**src/rtl/rv_fifo_pkg.sv**
```systemverilog
// Shared constants and elaboration helpers for the extended ready/valid FIFO.
package rv_fifo_pkg;

  localparam int DEPTH_MIN = 2;

  // Width needed to hold every occupancy value 0..depth+out_reg.
  function automatic int cnt_width(input int depth, input int out_reg);
    return $clog2(depth + out_reg + 1);
  endfunction

  function automatic bit is_pow2(input int n);
    return (n > 0) && ((n & (n - 1)) == 0);
  endfunction

endpackage

```
**src/rtl/rv_fifo_mem.sv**
```systemverilog
// 1-write/1-read register array with asynchronous read; storage is not reset.
module rv_fifo_mem
  import rv_fifo_pkg::*;
#(
  parameter int DATA_WIDTH = 16,
  parameter int DATA_DEPTH = 16,
  localparam int AW = $clog2(DATA_DEPTH)
) (
  input  logic                  clk,
  input  logic                  we_i,
  input  logic [AW-1:0]         waddr_i,
  input  logic [DATA_WIDTH-1:0] wdata_i,
  input  logic [AW-1:0]         raddr_i,
  output logic [DATA_WIDTH-1:0] rdata_o
);

  logic [DATA_WIDTH-1:0] mem_q [DATA_DEPTH];

  always_ff @(posedge clk) begin
    if (we_i) mem_q[waddr_i] <= wdata_i;
  end

  assign rdata_o = mem_q[raddr_i];

endmodule

```
**src/rtl/rv_fifo_ext.sv**
```systemverilog
// Ready/valid FIFO with optional output register, programmable thresholds,
// synchronous flush and a sticky overflow flag.
module rv_fifo_ext
  import rv_fifo_pkg::*;
#(
  parameter int DATA_WIDTH = 16,
  parameter int DATA_DEPTH = 16,
  parameter int OUT_REG    = 0,
  localparam int CNT_W     = cnt_width(DATA_DEPTH, OUT_REG)
) (
  input  logic                  clk,
  input  logic                  rst,
  input  logic                  flush,
  input  logic [DATA_WIDTH-1:0] data_in,
  input  logic                  valid_in,
  output logic                  ready_in,
  output logic [DATA_WIDTH-1:0] data_out,
  output logic                  valid_out,
  input  logic                  ready_out,
  input  logic [CNT_W-1:0]      af_thresh,
  input  logic [CNT_W-1:0]      ae_thresh,
  output logic [CNT_W-1:0]      count,
  output logic                  empty,
  output logic                  full,
  output logic                  almost_full,
  output logic                  almost_empty,
  output logic                  overflow
);

  localparam int AW  = $clog2(DATA_DEPTH);
  localparam int PW  = AW + 1;
  localparam int CAP = DATA_DEPTH + OUT_REG;

  if (!is_pow2(DATA_DEPTH) || DATA_DEPTH < DEPTH_MIN) begin : g_bad_depth
    $error("rv_fifo_ext: DATA_DEPTH must be a power of 2 and at least 2");
  end
  if (OUT_REG != 0 && OUT_REG != 1) begin : g_bad_oreg
    $error("rv_fifo_ext: OUT_REG must be 0 or 1");
  end

  // Handshake: a word moves on a rising edge where valid and ready are both
  // high on that side. ready_in depends only on registered count and flush,
  // never on ready_out, so a pop never opens space for a push in the same cycle.

  logic [PW-1:0]         wr_ptr_q, wr_ptr_d, rd_ptr_q, rd_ptr_d;
  logic [CNT_W-1:0]      count_q, count_d;
  logic                  ovf_q, ovf_d;
  logic                  push, pop, ram_rd, ram_empty;
  logic [DATA_WIDTH-1:0] ram_rdata;

  assign full         = (count_q == CNT_W'(CAP));
  assign empty        = (count_q == '0);
  assign ready_in     = !full && !flush;
  assign push         = valid_in && ready_in;
  assign pop          = valid_out && ready_out;
  assign ram_empty    = (wr_ptr_q == rd_ptr_q);
  assign count        = count_q;
  assign almost_full  = (count_q >= af_thresh);
  assign almost_empty = (count_q <= ae_thresh);
  assign overflow     = ovf_q;

  rv_fifo_mem #(
    .DATA_WIDTH(DATA_WIDTH),
    .DATA_DEPTH(DATA_DEPTH)
  ) u_mem (
    .clk    (clk),
    .we_i   (push),
    .waddr_i(wr_ptr_q[AW-1:0]),
    .wdata_i(data_in),
    .raddr_i(rd_ptr_q[AW-1:0]),
    .rdata_o(ram_rdata)
  );

  if (OUT_REG != 0) begin : g_oreg
    logic                  ov_q, ov_d;
    logic [DATA_WIDTH-1:0] od_q, od_d;
    logic                  load;

    // Refill whenever the slot is free or being drained this cycle.
    assign load   = (!ov_q || pop) && !ram_empty;
    assign ram_rd = load;

    always_comb begin
      ov_d = ov_q;
      od_d = od_q;
      if (flush) begin
        ov_d = 1'b0;
      end else if (load) begin
        ov_d = 1'b1;
        od_d = ram_rdata;
      end else if (pop) begin
        ov_d = 1'b0;
      end
    end

    always_ff @(posedge clk or negedge rst) begin
      if (!rst) begin
        ov_q <= 1'b0;
        od_q <= '0;
      end else begin
        ov_q <= ov_d;
        od_q <= od_d;
      end
    end

    assign valid_out = ov_q;
    assign data_out  = od_q;
  end else begin : g_fwft
    // Without an output stage the RAM occupancy equals count, so !ram_empty == !empty.
    assign ram_rd    = pop;
    assign valid_out = !ram_empty;
    assign data_out  = ram_rdata;
  end

  always_comb begin
    wr_ptr_d = wr_ptr_q;
    rd_ptr_d = rd_ptr_q;
    count_d  = count_q;
    ovf_d    = ovf_q;
    if (flush) begin
      wr_ptr_d = '0;
      rd_ptr_d = '0;
      count_d  = '0;
      ovf_d    = 1'b0;
    end else begin
      if (push)   wr_ptr_d = wr_ptr_q + PW'(1);
      if (ram_rd) rd_ptr_d = rd_ptr_q + PW'(1);
      if (push && !pop)      count_d = count_q + CNT_W'(1);
      else if (pop && !push) count_d = count_q - CNT_W'(1);
      if (valid_in && full) ovf_d = 1'b1;
    end
  end

  always_ff @(posedge clk or negedge rst) begin
    if (!rst) begin
      wr_ptr_q <= '0;
      rd_ptr_q <= '0;
      count_q  <= '0;
      ovf_q    <= 1'b0;
    end else begin
      wr_ptr_q <= wr_ptr_d;
      rd_ptr_q <= rd_ptr_d;
      count_q  <= count_d;
      ovf_q    <= ovf_d;
    end
  end

endmodule
```
**config.mk**
```make
export PLATFORM = sky130hd
export DESIGN_NAME = rv_fifo_ext
export DESIGN_NICKNAME = d
export VERILOG_FILES = /design/src/rtl/rv_fifo_pkg.sv /design/src/rtl/rv_fifo_mem.sv /design/src/rtl/rv_fifo_ext.sv
export SDC_FILE = /design/constraint.sdc
export NUM_CORES = 1
export LEC_CHECK = 0
export ABC_CLOCK_PERIOD_IN_PS = 9300
export BUFFER_PORTS_ARGS = -buffer_cell sky130_fd_sc_hd__clkbuf_2
export CAP_MARGIN = 20
export CORE_AREA = 5 5 224 117
export CTS_CLUSTER_DIAMETER = 30
export DETAILED_ROUTE_END_ITERATION = 8
export DIE_AREA = 0 0 229 122
export PLACE_DENSITY = 0.61
export SYNTH_ARGS = -nofsm -noshare
export SYNTH_HDL_FRONTEND = slang
export SYNTH_SLANG_ARGS = --single-unit
export TNS_END_PERCENT = 20
```
**constraint.sdc**
```tcl
create_clock -name clk -period 9.3 [get_ports clk]
set_clock_uncertainty 0.15 [all_clocks]
set_input_delay 1.86 -clock clk [delete_from_list [all_inputs] [get_ports clk]]
set_output_delay 1.86 -clock clk [all_outputs]
set_load 0.005 [all_outputs]
```
After elaboration in Yosys (flattened, before gate mapping)
Memory sizes are Yosys's and may differ from the RTL's.
Cells that the tools add are included.
Storage, ports and cells
  flip-flop bits (word level): 16
  memory bits (writable): 256
  input bits: 31
  output and inout bits: 28
  word-level logic and storage cells: 40
  memories: 1
Memories
  u_mem.mem_q: depth 16, bits a word 16, rd ports 1, clocked after Yosys merged registers in 0, wr ports 1, line rv_fifo_mem.sv:17  | logic [DATA_WIDTH-1:0] mem_q [DATA_DEPTH];
Operators by class
  add/subtract/negate cells: 4
  $lt $le $gt $ge: 2
  equality and inequality tests: 2
  multiplexer cells: 11
  reductions and logical operators: 16
Operators by type and width (number)
  $mux W5: 7
  $add A5 B1 Y5 const B: 3
  $logic_and A1 B1 Y1: 6
  $reduce_bool A2 Y1: 3
  $eq A5 B5 Y1: 1
  $eq A5 B5 Y1 const B: 1
  $ge A5 B5 Y1: 1
  $le A5 B5 Y1: 1
  $logic_not A1 Y1: 5
  $logic_not A5 Y1: 1
  $sub A5 B1 Y5 const B: 1
  $mux W1: 4
  $reduce_bool A3 Y1: 1

Longest topological paths before layout
  depth in word-level cells: 9
  mapped depth: 11
  mapped depth without buffers: 10

Cells and area by module
Synthesis repeated with hierarchy kept, for this count alone.
Unflattened totals
  cell total of the unflattened synthesis: 555
  area total of the unflattened synthesis: 11034.3 um2
By module, submodules not included
  rv_fifo_mem: instances 1, cells an instance 416, area an instance 9723.1 um2, seq. area each 7687.4 um2
  rv_fifo_ext: instances 1, cells an instance 139, area an instance 1311.3 um2, seq. area each 400.4 um2

Worst setup path before layout
No wires, ideal clock.
  kind: input to output
  start point: input af_thresh[0]
  end point: output almost_full
  arrival: 2.908 ns
  data required time: 7.290 ns
  path slack: 4.382 ns
  stages on the path: 6
  buffers on the path: 0
  cells stage by stage: ha_1 nand2b_1 a21o_1 a21o_1 a21o_1 a21o_1
On the way
  cells in the longest elaborated chain, start to end: 1
Ends and longest elaborated chain
  start, declared: line rv_fifo_ext.sv:20  | input logic [CNT_W-1:0] af_thresh,
  $ge A5 B5 Y1: line rv_fifo_ext.sv:58  | assign almost_full = (count_q >= af_thresh);
  end, declared: line rv_fifo_ext.sv:25  | output logic almost_full,
Every way passes these cells.

Final worst setup path
  start point: register rd_ptr_q[0]
  end point: output data_out[1]
On the way
  cells in the longest elaborated chain, start to end: 1
Ends and longest elaborated chain
  start, declared: line rv_fifo_ext.sv:45  | logic [PW-1:0] wr_ptr_q, wr_ptr_d, rd_ptr_q, rd_ptr_d;
  start signal, assigned: line rv_fifo_ext.sv:142  | rd_ptr_q <= rd_ptr_d;
  $mem_v2 Z16 W16
  end, declared: line rv_fifo_ext.sv:17  | output logic [DATA_WIDTH-1:0] data_out,
Every way passes these cells.

==> results.md <==
- The time the final worst path needs with I/O delays and setup is 5.56 ns.
- After synthesis, the most frequently instantiated cells are 256 x edfxtp_1, 64 x mux4_2, 28 x nor2_1.
- The initial core utilization is 45.7%.
- The largest fanout on the critical path is 44.
- The synthesized design spends more area on one cell type than any other, namely edfxtp_1.
- The clock root buffer is clkbuf_16.
- The worst pin sits at a relative slew slack of between 30% and 40%.
- Dividing the final minimum period by the clock period gives about three fifths.
- The classification of the worst-slack hold path is reg -> reg.
- The region available for standard cell placement spans about 24000 um^2.
- The cell count after synthesis came out at between 500 and 600.
- The clock sink total is ~270.
- The overall track demand over capacity in global routing is approximately 18%.
- The number of hold buffers added after CTS was 0.
- In the synthesized netlist the async set-or-reset flop fraction comes to under 10%.
- The post-synth design cell area is ~11000 um^2.
- The largest voltage drop on the vdd net is between 100 and 150 uV.
- Including well taps, the total number of placed cells is about 950.
- The largest single stage delay on the critical path is just under 0.8 ns.
- The number of nets handed over by synthesis was 630.
- The number of nets in the layout is between 700 and 800.
- Buffers inserted during clock tree synthesis total 36.
- For this run, design rule violations remaining after detail routing come to 0.
- The later pin in the worst-skew pair is clocked with a latency of ~0.5 ns.
- The routed wirelength normalized by instance count is ~24 um.
- The Yosys step of the flow raised 0 warnings.
- The critical path in this run is classified as reg -> out.
- Traced cell by cell, the critical path runs through buf_4 > mux4_2 > nor2b_1 > a211oi_1 > a21oi_1 > clkbuf_2.
- The standard cell with the maximum stage delay on the critical path is buf_4.
- After clock tree synthesis, the clock-pin slew on the worst setup and hold paths is about 0.06 ns.
- The worst setup path is launched from a register.
- Summed over all layers, the global routing overflow is 0.
- The TritonCTS clock tree is done.
- No sink is reached through more buffers than the 3 on the longest clock path.
- The post-CTS setup buffer count is 0.
- The ratio of cells with drive above 1 in the final layout is about a third.
- 0 antenna diodes ended up in the layout.
- The most repeated cell in the gate-level netlist after synthesis is edfxtp_1.
- The count of pins over their slew limit is 0.
- The sequential share of the synthesized area is just over 70%.
- The global placer's final weighted congestion is around 0.80.
- The DRC violation total after the first TritonRoute iteration is just over 400.
- The share of the core filled with cells in the final layout is 54.0%.
- The netlist uses 38 different library cells.
- The count of nets left with antenna violations once routing finished came out at 0.
- The floorplan step set the die width to 229 um.
- The die covers ~28000 um^2.
- The total via count in the routed design is approximately 5600.
- The final count of hold timing violations is 0.
- The final instance count without filler cells is approximately 1000.
- Power spread over the standard cell area amounts to 264 nW/um^2.
- For this run, the leading register cell type out of synthesis is edfxtp_1.
- Setup violations remaining at the end of the flow were counted as 0.
- For the pin with the worst max-slew slack, the measured transition is a little over 0.9 ns.
- Synthesis inferred roughly 270 register bits.
- Data arrives at the worst endpoint at 3.55 ns.
- By area the synthesized netlist is led by edfxtp_1 69%, mux4_2 13%, dfrtp_1 3.6%.
- The detailed placement HPWL is about 14 mm.
- The count of flip-flops with a built-in enable after synthesis is 256.
- The post-cts gate resize count is 0.
- Adding up every negative setup slack in the final design gives 0 ns.
- The layout overhead on the synthesized area is 18.1%.
- Of the post-synthesis cell area, the dominant cell type holds between 60% and 70%.
- The global-route wire length before repair is between 30 and 40 mm.
- After detailed routing, the number of vias per cell comes to around 5.5.
- In this run the static leakage power is 0.00441 uW.
- The critical path capture point type is an output port.
- Entering global routing, the biggest net connects slightly below 70 pins.
- The flow ran to the end, and the final reports show no timing, DRC or antenna violations.
- The synthesized area per cell is ~19 um^2.
- In this run the vertical extent of the chip is 122 um.
- The filler cells instantiated in the layout total between 1500 and 2000.
- Derived from the worst setup path, the maximum achievable clock frequency is 180 MHz.
- Pin placement for this block handled 59 I/O pins.
- The critical path required time is 7.29 ns.
- The via count of the first global-routing pass is 5895.
- The number of max-capacitance violations reported is 0.
- The final routed wirelength across all metal layers is between 20 and 25 mm.
- The initial antenna violation count was 0.
- The total number of placement rows is 41.
- Setup repair after global routing left no endpoint under its margin.
- The detailed-routing iteration count for the pre-antenna-repair pass is 4.
- The number of buffer cells added on primary ports is between 50 and 60.
- The H-tree level count is 2.
-- worst max-delay path: cells and delay by family (launching register included) --
kind	cells	cell delay, ns
buffers and inverters	2	0.93
AO/OA/AOI/OAI	2	0.60
flip-flops	1	0.76
multiplexers	1	0.58
AND/OR/NAND/NOR	1	0.14
-- layer usage --
| metal | up-vias | wire length [um] | global-route usage (%) |
|---|---|---|---|
| met5 | - | 0 | 0 |
| met2 | 135 | 10500 | 26.6 |
| met1 | 2900 | 11700 | 27.1 |
| met3 | 38 | 1520 | 3.80 |
| li1 | 2519 | - | - |
| met4 | 0 | 392 | 3.68 |
-- final cells by class --
type	instances	area [um^2]	share of cell area (%)
clock buffers	37	926	7.04
inverters	13	48.8	0.371
flip-flops and latches	272	8090	61.6
repair buffers	78	455	3.46
well taps	322	403	3.06
multi-input cells	264	2910	22.1
clock inverters	27	310	2.36
-- placed cells by master (no fill, tap or decap), types with 2 or more instances in the layout --
cell type / Yosys / layout
bufinv_16: 0 / 4
ha_1: 19 / 19
clkbuf_16: 0 / 37
nor3_1: 9 / 5
a21oi_1: 22 / 22
dfrtp_1: 16 / 13
clkinv_4: 0 / 4
dfrtp_2: 0 / 2
buf_8: 0 / 2
a211oi_1: 18 / 18
clkinvlp_4: 0 / 7
xor2_1: 11 / 11
inv_6: 0 / 4
nor2_1: 28 / 16
nor2b_1: 17 / 17
nand3_1: 8 / 8
buf_4: 1 / 18
clkinv_2: 0 / 2
inv_1: 13 / 13
nor3_2: 0 / 4
nor2_2: 0 / 12
mux4_2: 64 / 64
nand2b_1: 3 / 3
clkbuf_2: 0 / 58
xnor2_1: 4 / 4
o211ai_1: 2 / 2
mux2i_1: 17 / 17
o21a_1: 4 / 4
clkinv_1: 0 / 2
a21o_1: 6 / 6
inv_8: 0 / 3
edfxtp_1: 256 / 256
o21ai_0: 7 / 7
nand2_1: 12 / 12
-- power breakdown --
part / internal (uW) / switching, uW / leakage (uW)
clock: 855 / 542 / 0.000584
combinational: 332 / 310 / 0.00131
sequential: 1370 / 58.5 / 0.00252
-- logic make-up (layout without fill, tap and decap cells) --
family	count (synthesis)	after routing	share of synthesized area, %
xor gates and xnor gates	15	15	1.18
buffers and inverters	43	155	1.69
and+or+nand+nor	85	85	3.84
AOI/OAI and AO/OA	63	63	3.88
DFF	272	272	72.6
muxes	81	81	14.5
adders and majority gates	20	20	2.31
-- flip-flops by register name (all words and copies together), names as in the netlist --
name         flops
u_mem.mem_q    256
rd_ptr_q         5
wr_ptr_q         5
overflow         1
count            5
-- final timing paths --
| path | start | to | slack, ns | cells after the start |
|---|---|---|---|---|
| max | rd_ptr_q[0]$_DFFE_PN0P_ | data_out[1] | 3.74 | 6 |
| min | overflow$_DFFE_PN0P_ | overflow$_DFFE_PN0P_ | 0.38 | 2 |
| max reg2reg | rd_ptr_q[0]$_DFFE_PN0P_ | count[4]$_DFFE_PN0P_ | 4.68 | 11 |
| min reg2reg | overflow$_DFFE_PN0P_ | overflow$_DFFE_PN0P_ | 0.38 | 2 |
| max in group asynchronous | rst | rd_ptr_q[0]$_DFFE_PN0P_ | 7.51 | 1 |
| min in group asynchronous | rst | wr_ptr_q[3]$_DFFE_PN0P_ | 1.14 | 1 |
-- per-stage QoR --
stage	area, um^2	power (uW)	setup slack (ns)	hold slack (ns)
global route	13100	3630	3.49	0.440
finish	13100	3470	3.74	0.383
detailed placement	11900	2110	4.11	0.386
floorplan	11100	1920	4.38	0.336
global placement	11900	2090	4.14	0.332
CTS	13100	3520	3.63	0.399
Power figures use the tool's default switching activity.
